<file path="src/rtl/simon_says_pkg.sv">
// Shared types and constants for the simon_says memory game.
//   state_t      : game FSM state encoding (3 bits)
//   MAX_LEN      : longest sequence / number of rounds to win
//   LFSR_SEED    : reset value of the colour generator
//   SEG_*        : active-low seven-segment patterns, bit order gfedcba
//   colour_led() : colour index -> one-hot LED pattern
//   seg_digit()  : 0..15 -> seven-segment pattern
package simon_says_pkg;

    typedef enum logic [2:0] {
        START          = 3'd0,
        GEN_RAND_NUM   = 3'd1,
        BLINK          = 3'd2,
        ACCEPT_INPUT   = 3'd3,
        VALIDATE_INPUT = 3'd4,
        WIN            = 3'd5,
        DEFAULT        = 3'd6
    } state_t;

    localparam int MAX_LEN = 10;
    localparam logic [7:0] LFSR_SEED = 8'hA5;

    localparam logic [6:0] SEG_0 = 7'b1000000;
    localparam logic [6:0] SEG_1 = 7'b1111001;
    localparam logic [6:0] SEG_2 = 7'b0100100;
    localparam logic [6:0] SEG_3 = 7'b0110000;
    localparam logic [6:0] SEG_4 = 7'b0011001;
    localparam logic [6:0] SEG_5 = 7'b0010010;
    localparam logic [6:0] SEG_6 = 7'b0000010;
    localparam logic [6:0] SEG_7 = 7'b1111000;
    localparam logic [6:0] SEG_8 = 7'b0000000;
    localparam logic [6:0] SEG_9 = 7'b0010000;
    localparam logic [6:0] SEG_A = 7'b0001000;
    localparam logic [6:0] SEG_BLANK = 7'b1111111;

    function automatic logic [3:0] colour_led(input logic [1:0] colour);
        return 4'b0001 << colour;
    endfunction

    function automatic logic [6:0] seg_digit(input logic [3:0] value);
        logic [6:0] seg;
        case (value)
            4'd0:    seg = SEG_0;
            4'd1:    seg = SEG_1;
            4'd2:    seg = SEG_2;
            4'd3:    seg = SEG_3;
            4'd4:    seg = SEG_4;
            4'd5:    seg = SEG_5;
            4'd6:    seg = SEG_6;
            4'd7:    seg = SEG_7;
            4'd8:    seg = SEG_8;
            4'd9:    seg = SEG_9;
            4'd10:   seg = SEG_A;
            default: seg = SEG_BLANK;
        endcase
        return seg;
    endfunction

endpackage

</file>
<file path="src/rtl/simon_lfsr.sv">
// 8-bit Fibonacci LFSR, polynomial x^8+x^6+x^5+x^4+1, shifting towards the MSB.
//   clk   : rising-edge clock
//   rst_n : asynchronous active-low reset, loads LFSR_SEED
//   en    : advance one step this cycle
//   lfsr  : current register value
module simon_lfsr
    import simon_says_pkg::*;
(
    input  logic       clk,
    input  logic       rst_n,
    input  logic       en,
    output logic [7:0] lfsr
);

    logic feedback;
    assign feedback = lfsr[7] ^ lfsr[5] ^ lfsr[4] ^ lfsr[3];

    always_ff @(posedge clk or negedge rst_n) begin
        if (!rst_n) begin
            lfsr <= LFSR_SEED;
        end else if (en) begin
            lfsr <= {lfsr[6:0], feedback};
        end
    end

endmodule

</file>
<file path="src/rtl/simon_says.sv">
// Simon-says memory game top level.
//   CLOCK_50 : system clock, rising edge
//   KEY[0]   : asynchronous active-low reset (KEY[3:1] unused)
//   SW[3:0]  : one-hot player colour entry (SW[9:4] unused)
//   LEDR[3:0]: one-hot playback of the sequence; LEDR = 10'h3FF on a win
//   LEDR[9:4]: zero outside WIN unless SIMON_DEBUG_EN is defined, in which case
//              LEDR[9:7] = state encoding and LEDR[5:4] = expected colour
//   HEX0     : active-low 7-seg of the current level ("A" on a win)
// Each round appends one LFSR colour to a shift-register sequence, plays it back
// oldest first (BLINK_CYCLES on, BLINK_CYCLES dark per entry), then checks the
// player's entries in the same order.
module simon_says
    import simon_says_pkg::*;
#(
    parameter int unsigned BLINK_CYCLES = 25_000_000
) (
    input  logic       CLOCK_50,
    input  logic [3:0] KEY,
    input  logic [9:0] SW,
    output logic [9:0] LEDR,
    output logic [6:0] HEX0
);

    logic rst_n;
    assign rst_n = KEY[0];

    logic unused_inputs;
    assign unused_inputs = ^{KEY[3:1], SW[9:4]};

    logic [7:0] lfsr;

    simon_lfsr u_lfsr (
        .clk  (CLOCK_50),
        .rst_n(rst_n),
        .en   (1'b1),
        .lfsr (lfsr)
    );

    // Input synchroniser plus one extra stage for rising-edge (press) detection
    logic [3:0] sync1, sync2, sync_prev;

    always_ff @(posedge CLOCK_50 or negedge rst_n) begin
        if (!rst_n) begin
            sync1     <= 4'd0;
            sync2     <= 4'd0;
            sync_prev <= 4'd0;
        end else begin
            sync1     <= SW[3:0];
            sync2     <= sync1;
            sync_prev <= sync2;
        end
    end

    logic       press;
    logic [1:0] press_colour;
    logic       press_valid;

    assign press = (sync2 != 4'd0) && (sync_prev == 4'd0);

    always_comb begin
        press_colour = 2'd0;
        press_valid  = 1'b1;
        case (sync2)
            4'b0001: press_colour = 2'd0;
            4'b0010: press_colour = 2'd1;
            4'b0100: press_colour = 2'd2;
            4'b1000: press_colour = 2'd3;
            default: press_valid  = 1'b0;
        endcase
    end

    state_t                     state;
    logic [MAX_LEN-1:0][1:0]    mem;      // entry 0 newest, entry level-1 oldest
    logic [3:0]                 level;
    logic [3:0]                 index;    // position in playback/check order
    logic [31:0]                timer;
    logic                       gap;      // 0: LED lit, 1: dark gap
    logic [3:0]                 led;
    logic [1:0]                 in_colour;
    logic                       in_bad;

    logic [1:0] expected;
    logic [1:0] first_colour;

    assign expected = (level == 4'd0) ? 2'd0 : mem[level - 4'd1 - index];
    // Oldest entry once the new colour has been shifted in
    assign first_colour = (level == 4'd0) ? lfsr[1:0] : mem[level - 4'd1];

    always_ff @(posedge CLOCK_50 or negedge rst_n) begin
        if (!rst_n) begin
            state     <= START;
            mem       <= '0;
            level     <= 4'd0;
            index     <= 4'd0;
            timer     <= 32'd0;
            gap       <= 1'b0;
            led       <= 4'd0;
            in_colour <= 2'd0;
            in_bad    <= 1'b0;
        end else begin
            case (state)
                START: begin
                    mem   <= '0;
                    level <= 4'd0;
                    index <= 4'd0;
                    led   <= 4'd0;
                    state <= GEN_RAND_NUM;
                end
                GEN_RAND_NUM: begin
                    mem   <= {mem[MAX_LEN-2:0], lfsr[1:0]};
                    level <= level + 4'd1;
                    index <= 4'd0;
                    timer <= 32'd0;
                    gap   <= 1'b0;
                    led   <= colour_led(first_colour);
                    state <= BLINK;
                end
                BLINK: begin
                    if (timer == BLINK_CYCLES - 1) begin
                        timer <= 32'd0;
                        if (!gap) begin
                            gap <= 1'b1;
                            led <= 4'd0;
                        end else if (index == level - 4'd1) begin
                            index <= 4'd0;
                            state <= ACCEPT_INPUT;
                        end else begin
                            index <= index + 4'd1;
                            gap   <= 1'b0;
                            led   <= colour_led(mem[level - 4'd2 - index]);
                        end
                    end else begin
                        timer <= timer + 32'd1;
                    end
                end
                ACCEPT_INPUT: begin
                    led <= 4'd0;
                    if (press) begin
                        in_colour <= press_colour;
                        in_bad    <= !press_valid;
                        state     <= VALIDATE_INPUT;
                    end
                end
                VALIDATE_INPUT: begin
                    if (in_bad || (in_colour != expected)) begin
                        state <= START;
                    end else if (index != level - 4'd1) begin
                        index <= index + 4'd1;
                        state <= ACCEPT_INPUT;
                    end else if (level == 4'(MAX_LEN)) begin
                        state <= WIN;
                    end else begin
                        state <= GEN_RAND_NUM;
                    end
                end
                WIN: begin
                    state <= WIN;
                end
                default: begin
                    state <= START;
                end
            endcase
        end
    end

    logic [5:0] dbg;

`ifdef SIMON_DEBUG_EN
    assign dbg = {state, 1'b0, expected};
`else
    assign dbg = 6'd0;
`endif

    assign LEDR = (state == WIN) ? 10'h3FF : {dbg, led};
    assign HEX0 = (state == WIN) ? SEG_A : seg_digit(level);

endmodule

</file>
<file path="config.mk">
export PLATFORM = sky130hd
export DESIGN_NAME = simon_says
export DESIGN_NICKNAME = d
export VERILOG_FILES = /design/src/rtl/simon_says_pkg.sv /design/src/rtl/simon_lfsr.sv /design/src/rtl/simon_says.sv
export SDC_FILE = /design/constraint.sdc
export NUM_CORES = 1
export LEC_CHECK = 0
export BUFFER_PORTS_ARGS = -buffer_cell sky130_fd_sc_hd__buf_4
export CORE_MARGIN = 2
export CORE_UTILIZATION = 35
export CTS_BUF_LIST = sky130_fd_sc_hd__clkbuf_8
export CTS_CLUSTER_SIZE = 28
export DETAILED_ROUTE_END_ITERATION = 12
export GPL_TIMING_DRIVEN = 0
export PLACE_DENSITY = 0.47
export SKIP_LAST_GASP = 1
export SLEW_MARGIN = 15
export SYNTH_ARGS = -nofsm -noshare
export SYNTH_HDL_FRONTEND = slang
export SYNTH_SLANG_ARGS = --single-unit
</file>
<file path="constraint.sdc">
create_clock -name CLOCK_50 -period 7.3 [get_ports CLOCK_50]
set_clock_uncertainty 0.15 [all_clocks]
set_input_delay 1.46 -clock CLOCK_50 [delete_from_list [all_inputs] [get_ports CLOCK_50]]
set_output_delay 1.46 -clock CLOCK_50 [all_outputs]
set_load 0.1 [all_outputs]
</file>
Word level (Yosys, flattened, before mapping)
Memories as Yosys holds them, arrays and structs flattened.
Cells that the tools add are included.

word-level totals
  ROM bits = 112
  bits in latches = 0
  output and inout port bits = 17
  bits of input ports = 15
  RAM bits = 0
  memories kept = 1
  logic and storage cells = 116
  register bits = 91

cells by class
  div/mod/pow operators = 0
  eq/ne operators = 21
  mux-type cells = 38
  add/subtract/negate cells = 7
  $mul = 0
  shift-type cells = 2
  magnitude comparators = 3
  reduce and logical (&&, ||, !) cells = 19
  bitwise logic cells = 3

memories
  name             depth  bits a word  rd ports  clocked after Yosys merged registers in  write ports  RTL line              text
  (no name shown)  16     7            1         0                                        0            simon_says_pkg.sv:42  case (value)

operator list
  operator                                                    number
  one-hot mux 32 bit (2 select lines)                         1
  one-hot mux 20 bit (2 select lines)                         1
  adder 32 x 1 -> 32 bit, second input constant               1
  equality test 32 x 25 -> 1 bit, second input constant       1
  two-way mux 32 bit                                          1
  two-way mux 4 bit                                           8
  binary-select mux 2 bit (select 4 bit)                      3
  one-hot mux 4 bit (3 select lines)                          2
  two-way mux 3 bit                                           7
  one-hot mux 3 bit (6 select lines)                          1
  less-than comparator 4 x 5 -> 1 bit, second input constant  3
  inequality test 2 bit, second input constant                6
  two-way mux 10 bit                                          1
  two-way mux 2 bit                                           5
  adder 4 x 1 -> 4 bit, second input constant                 2
  equality test 4 bit, second input constant                  2
  zero test 4 bit                                             2
  one-hot mux 4 bit (2 select lines)                          1
  << shifter 1 x 2 -> 4 bit, first input constant             2
  subtractor 4 bit                                            2
  two-way mux 7 bit                                           1
  equality test 3 x 2 -> 1 bit, second input constant         2
  equality test 3 bit, second input constant                  2
  one-hot mux 2 bit (3 select lines)                          1
  26 further kinds                                            35

Longest topological paths before layout
  depth in word-level cells = 9
  gate-level depth with buffers = 15
  gate-level depth less buffers = 14

Cells and area by module
A second synthesis with hierarchy kept.

unflattened totals
  cells, all modules = 585
  area, all modules = 5437.7 sq um

by module, submodules not included
  module      times used  cells an instance  seq. area each (sq um)  area each (sq um)
  simon_says  1           564                2077.0                  5113.7
  simon_lfsr  1           21                 205.2                   324.1

Worst setup path before layout
OpenSTA, ideal clock, no wires.

  kind = register -> output
  from = register state[0]
  to = output port HEX0[4]
  path buffers = 1
  cell stages (with the launch flop) = 6
  arrival time = 3.769 ns
  setup slack = 1.921 ns
  data required time = 5.690 ns
  path through = dfrtp_1 clkbuf_1 nor2b_1 nand2_1 inv_1 a221oi_1

on the way
  longest elaborated chain between the ends = 2

RTL lines
  element                   RTL line           text
  start: declaration        simon_says.sv:72   state_t state;
  start signal: assignment  simon_says.sv:91   state <= START;
  start signal: assignment  simon_says.sv:107  state <= GEN_RAND_NUM;
  start signal: assignment  simon_says.sv:116  state <= BLINK;
  equality test 3 bit       simon_says.sv:175  assign HEX0 = (state == WIN) ? SEG_A : seg_digit(level);
  two-way mux 7 bit         simon_says.sv:175
  end: declaration          simon_says.sv:21   output logic [6:0] HEX0

No other way between the ends.

Worst setup path after layout
  from = register level[0]
  to = register index[3]

on the way
  longest elaborated chain between the ends = 9
  elaborated cells between the ends (all ways) = 17

RTL lines
  element                                  RTL line                                                text
  start: declaration                       simon_says.sv:74                                        logic [3:0] level;
  start signal: assignment                 simon_says.sv:111                                       level <= level + 4'd1;
  subtractor 4 x 1 -> 4 bit                simon_says.sv:85, simon_says.sv:124, simon_says.sv:147
  subtractor 4 bit                         simon_says.sv:85                                        assign expected = (level == 4'd0) ? 2'd0 : mem[level - 4'd1 - index];
  binary-select mux 2 bit (select 4 bit)   simon_says.sv:85
  two-way mux 2 bit (not written as such)  simon_says.sv:85
  two-way mux 2 bit                        simon_says.sv:85
  inequality test 2 bit                    simon_says.sv:145                                       if (in_bad || (in_colour != expected)) begin
  logical OR 1 bit                         simon_says.sv:145
  inequality test 2 bit (no line)          n/a
  AND reduction 5 bit (no line)            n/a
  end signal: assignment                   simon_says.sv:128                                       index <= index + 4'd1;
  end signal: assignment                   simon_says.sv:148                                       index <= index + 4'd1;
  end: declaration                         simon_says.sv:75                                        logic [3:0] index;

Parallel ways exist; a longest one is shown, timed or not. The select of a mux whose other input is x is not followed.
A chain may end at the register's enable or synchronous reset.

==> flow_metrics.env <==
export IMPL_status="finished, final reports clean"
export IMPL_rows=45
export IMPL_seq_area_mm2=0.00228
export IMPL_synthFlopType="dfrtp_1"
export IMPL_path_cells="buf_1 > inv_1 > ha_1 > fa_1 > clkbuf_1 > mux4_2 > a2111oi_1 > nor4_1 > nor4_4 > a211oi_2 > or4_1 > nand3_1"
export IMPL_p_comb_share_pct=1.7
export IMPL_synth_edf_count=0
export IMPL_cts_inserted_buffers=9
export IMPL_worst_setup_path_type="reg -> reg"
export IMPL_hp_class="reg -> reg"
export IMPL_synth_cells=576
export IMPL_dp_hpwl_um=9460
export IMPL_layout_nets=642
export IMPL_pwr_share_seq_pct=59.8
export IMPL_dp_cells=786
export IMPL_hold_viol=0
export IMPL_cpPeakStageDelay_ns=0.65
export IMPL_antenna_found_initial=0
export IMPL_utilization_pct=39.3
export IMPL_ir_worst_vdd_mv=0.0888
export IMPL_arrival_ns=5.49
export IMPL_worstMarginPinSlew_ns=0.868
export IMPL_max_cap_violations=0
export IMPL_p_int_mw=0.637
export IMPL_die_area_mm2=0.0162
export IMPL_cp_end_kind="flop"
export IMPL_p_clk_share_pct=38.6
export IMPL_die_x_um=127
export IMPL_start_util_pct=35.4
export IMPL_stdcell_area_mm2=0.00590
export IMPL_clock_sinks=91
export IMPL_n_antenna_cell=0
export IMPL_ys_types=60
export IMPL_ys_ff_latch=91
export IMPL_critPathBufInv=3
export IMPL_r2r_setup_slack_ns=1.99
export IMPL_gp_congestion=0.869
export IMPL_net_switching_power_mw=0.216
export IMPL_seq_area_frac_synth_pct=42.9
export IMPL_cp_max_fo=10
export IMPL_cts_path_max_buffers=2
export IMPL_dpl_cell_area_mm2=0.00573
export IMPL_hold_buffers=0
export IMPL_power_leakage_nw=2.62
export IMPL_setup_viol=0
export IMPL_numPortBuffers=22
export IMPL_syn_to_final_growth_pct=10.9
export IMPL_power_mw=0.853
export IMPL_drtAntennaViolNets=0
export IMPL_syn_area_per_cell_um2=9.24
export IMPL_h_tree_depth=3
export IMPL_max_freq_mhz=188
export IMPL_cp_data_required_time_ns=7.48
export IMPL_timing_rr_end="index[3]"
export IMPL_clock_root_buffer="clkbuf_8"
export IMPL_ff2ff_path_depth=12
export IMPL_whs_endpoint="u_lfsr.lfsr[7]"
export IMPL_post_cts_setup_buffer_count=0
export IMPL_finalCriticalPeriod_ns=5.31
export IMPL_critPathLaunchType="flop"
export IMPL_chipHeight_um=127
export IMPL_hp_start="u_lfsr.lfsr[6]"
export IMPL_cts_resized=0
export IMPL_fin_setup_tns_ns=0
export IMPL_r2r_start="level[0]"
export IMPL_route_detailed_drc=0
export IMPL_report_final_slew_viol_count=0
export IMPL_yosys_warnings=0
export IMPL_grt_max_degree=92
export IMPL_fin_cells=802
export IMPL_nFillCells=1504
export IMPL_clock_latency_ns=0.39
export IMPL_drt_total_wl_um=13300
export IMPL_cts_tree="done"
export IMPL_syn_area_mm2=0.00532
export IMPL_num_io_pins=32
export IMPL_path_clk_slew_ns=0.10
export IMPL_grt_first_pass_wirelength_um=22200
export IMPL_post_route_period_util_pct=72.7
export IMPL_place_ws_ns=2.06
export IMPL_multiInputGateArea_mm2=0.00284
export IMPL_drt_iter0_markers=197
export IMPL_vias_per_cell=5.35
export IMPL_layout_drive_gt1_share_pct=12.4
export IMPL_rsz0062_at_grt="false"
export IMPL_wl_per_cell_um=16.5
export IMPL_crit_slowest_cell="a2111oi_1"
export IMPL_async_flop_share_pct=100
export IMPL_drt_pass1_iterations=4
export IMPL_overflow=0
export IMPL_slew_headroom_pct=42.1
export IMPL_vias=4290
export IMPL_fin_ws_ns=1.99
export IMPL_core_area_mm2=0.0150
export IMPL_hold_depth=0
export IMPL_synthesis_nets=609
export IMPL_swShare_pct=25.3
export IMPL_critical_path_top_delay_family="buffers and inverters"
export IMPL_p_per_area_mw_per_mm2=144
export IMPL_timing_hold_ws_ns=0.195
export IMPL_grt_usage_pct=17.4
export IMPL_first_global_vias=4232
[power groups by stage]
stage	sequential [mW]	clock (mW)	combinational, mW
finish	0.510	0.329	0.0142
global route	0.510	0.369	0.0169
CTS	0.510	0.345	0.0153
detailed placement	0.520	0	0.0152
global placement	0.520	0	0.0152
floorplan	0.519	0	0.00223
[registers in the layout (all words and copies together), names as in the netlist, 2 cells and up]
| signal | count |
|---|---|
| timer | 32 |
| mem | 20 |
| u_lfsr.lfsr | 8 |
| index | 4 |
| led | 4 |
| level | 4 |
| sync1 | 4 |
| sync2 | 4 |
| sync_prev | 4 |
| state | 3 |
| in_colour | 2 |
[cell type report]
cell class / count / area share [%]
plain buffers: 31 / 2.42
clock buffers: 9 / 2.10
clock inverters: 7 / 0.911
inverters: 16 / 1.02
multi-input cells: 438 / 48.1
flip-flops and latches: 91 / 38.7
well taps: 188 / 3.98
repair buffers: 22 / 2.86
[worst reg2reg max path: cells and delay by family, from the launching register on]
| kind | cells | cell delay [ns] |
|---|---|---|
| buffers and inverters | 3 | 1.24 |
| muxes | 1 | 0.41 |
| adders and majority gates | 2 | 0.98 |
| DFF | 1 | 0.47 |
| AOI/OAI and AO/OA | 2 | 0.84 |
| and+or+nand+nor | 4 | 1.13 |
[cell usage in the layout (no fill, tap or decap), drive strengths merged, types with 4 or more instances in the layout]
| cell type | n |
|---|---|
| nor2b | 5 |
| nor4 | 6 |
| and2 | 6 |
| o21ai | 47 |
| dfstp | 4 |
| inv | 20 |
| nor2 | 46 |
| dfrtp | 87 |
| o31ai | 7 |
| nand2b | 9 |
| nor3b | 6 |
| mux4 | 10 |
| nand2 | 89 |
| xnor2 | 13 |
| mux2i | 8 |
| nor3 | 14 |
| clkbuf | 30 |
| a21oi | 20 |
| and3 | 14 |
| o211ai | 4 |
| o41ai | 4 |
| ha | 16 |
| nand4 | 4 |
| mux2 | 6 |
| a31oi | 4 |
| nand3 | 49 |
| nand3b | 5 |
| xor2 | 12 |
| buf | 32 |
[per-layer routing]
layer,vias up,track usage (%),wire [um]
li1,2109,-,-
met1,2095,22.4,6120
met2,64,29.1,6480
met3,22,2.76,324
met4,0,7.56,329
met5,-,0,0
[cell families (layout without fill, tap and decap cells)]
logic type,count (synthesis),after routing,share of synthesized area (%)
simple gates,267,267,25.5
compound gates,104,104,11.8
fa+ha+maj,18,18,4.51
buf+inv,47,85,3.81
xor+xnor,25,25,4.40
flops,91,91,42.9
mux,24,24,7.08
[cell usage after synthesis, types with 3 or more instances]
cell type / count / area share [%]
nand3_1: 49 / 4.6
and2_0: 3 / 0.35
xor2_1: 12 / 2.0
ha_1: 16 / 3.8
o21ai_0: 47 / 4.4
dfstp_2: 4 / 2.0
and2_1: 3 / 0.35
o41ai_1: 4 / 0.66
nor2_1: 46 / 3.2
o211ai_1: 4 / 0.56
dfrtp_1: 87 / 41
a21oi_1: 20 / 1.9
nor4_1: 4 / 0.47
nand4_1: 4 / 0.47
a31oi_1: 4 / 0.47
nor3_1: 12 / 1.1
nor3b_1: 5 / 0.71
inv_1: 16 / 1.1
buf_4: 6 / 0.85
mux2_2: 3 / 0.63
nand2_1: 89 / 6.3
nand3b_1: 5 / 0.71
and3_1: 14 / 1.6
buf_2: 3 / 0.28
and4_1: 3 / 0.49
mux4_2: 10 / 4.2
clkbuf_1: 21 / 1.5
xnor2_1: 11 / 1.8
nor2b_1: 5 / 0.59
mux2i_1: 8 / 1.5
or4_1: 3 / 0.42
nand2b_1: 9 / 1.1
o31ai_1: 7 / 0.99
[how the worst max path moves through the flow]
stage,endpoint,from,depth (start not counted)
final,index[3],level[0],12
after global routing,index[3],level[0],14
after CTS,index[3],level[0],14
after detailed placement,index[3],level[0],12
after global placement,index[3],level[0],14
after floorplan,HEX0[4],state[0],5
Note: power is estimated with default switching activity, not from simulation.
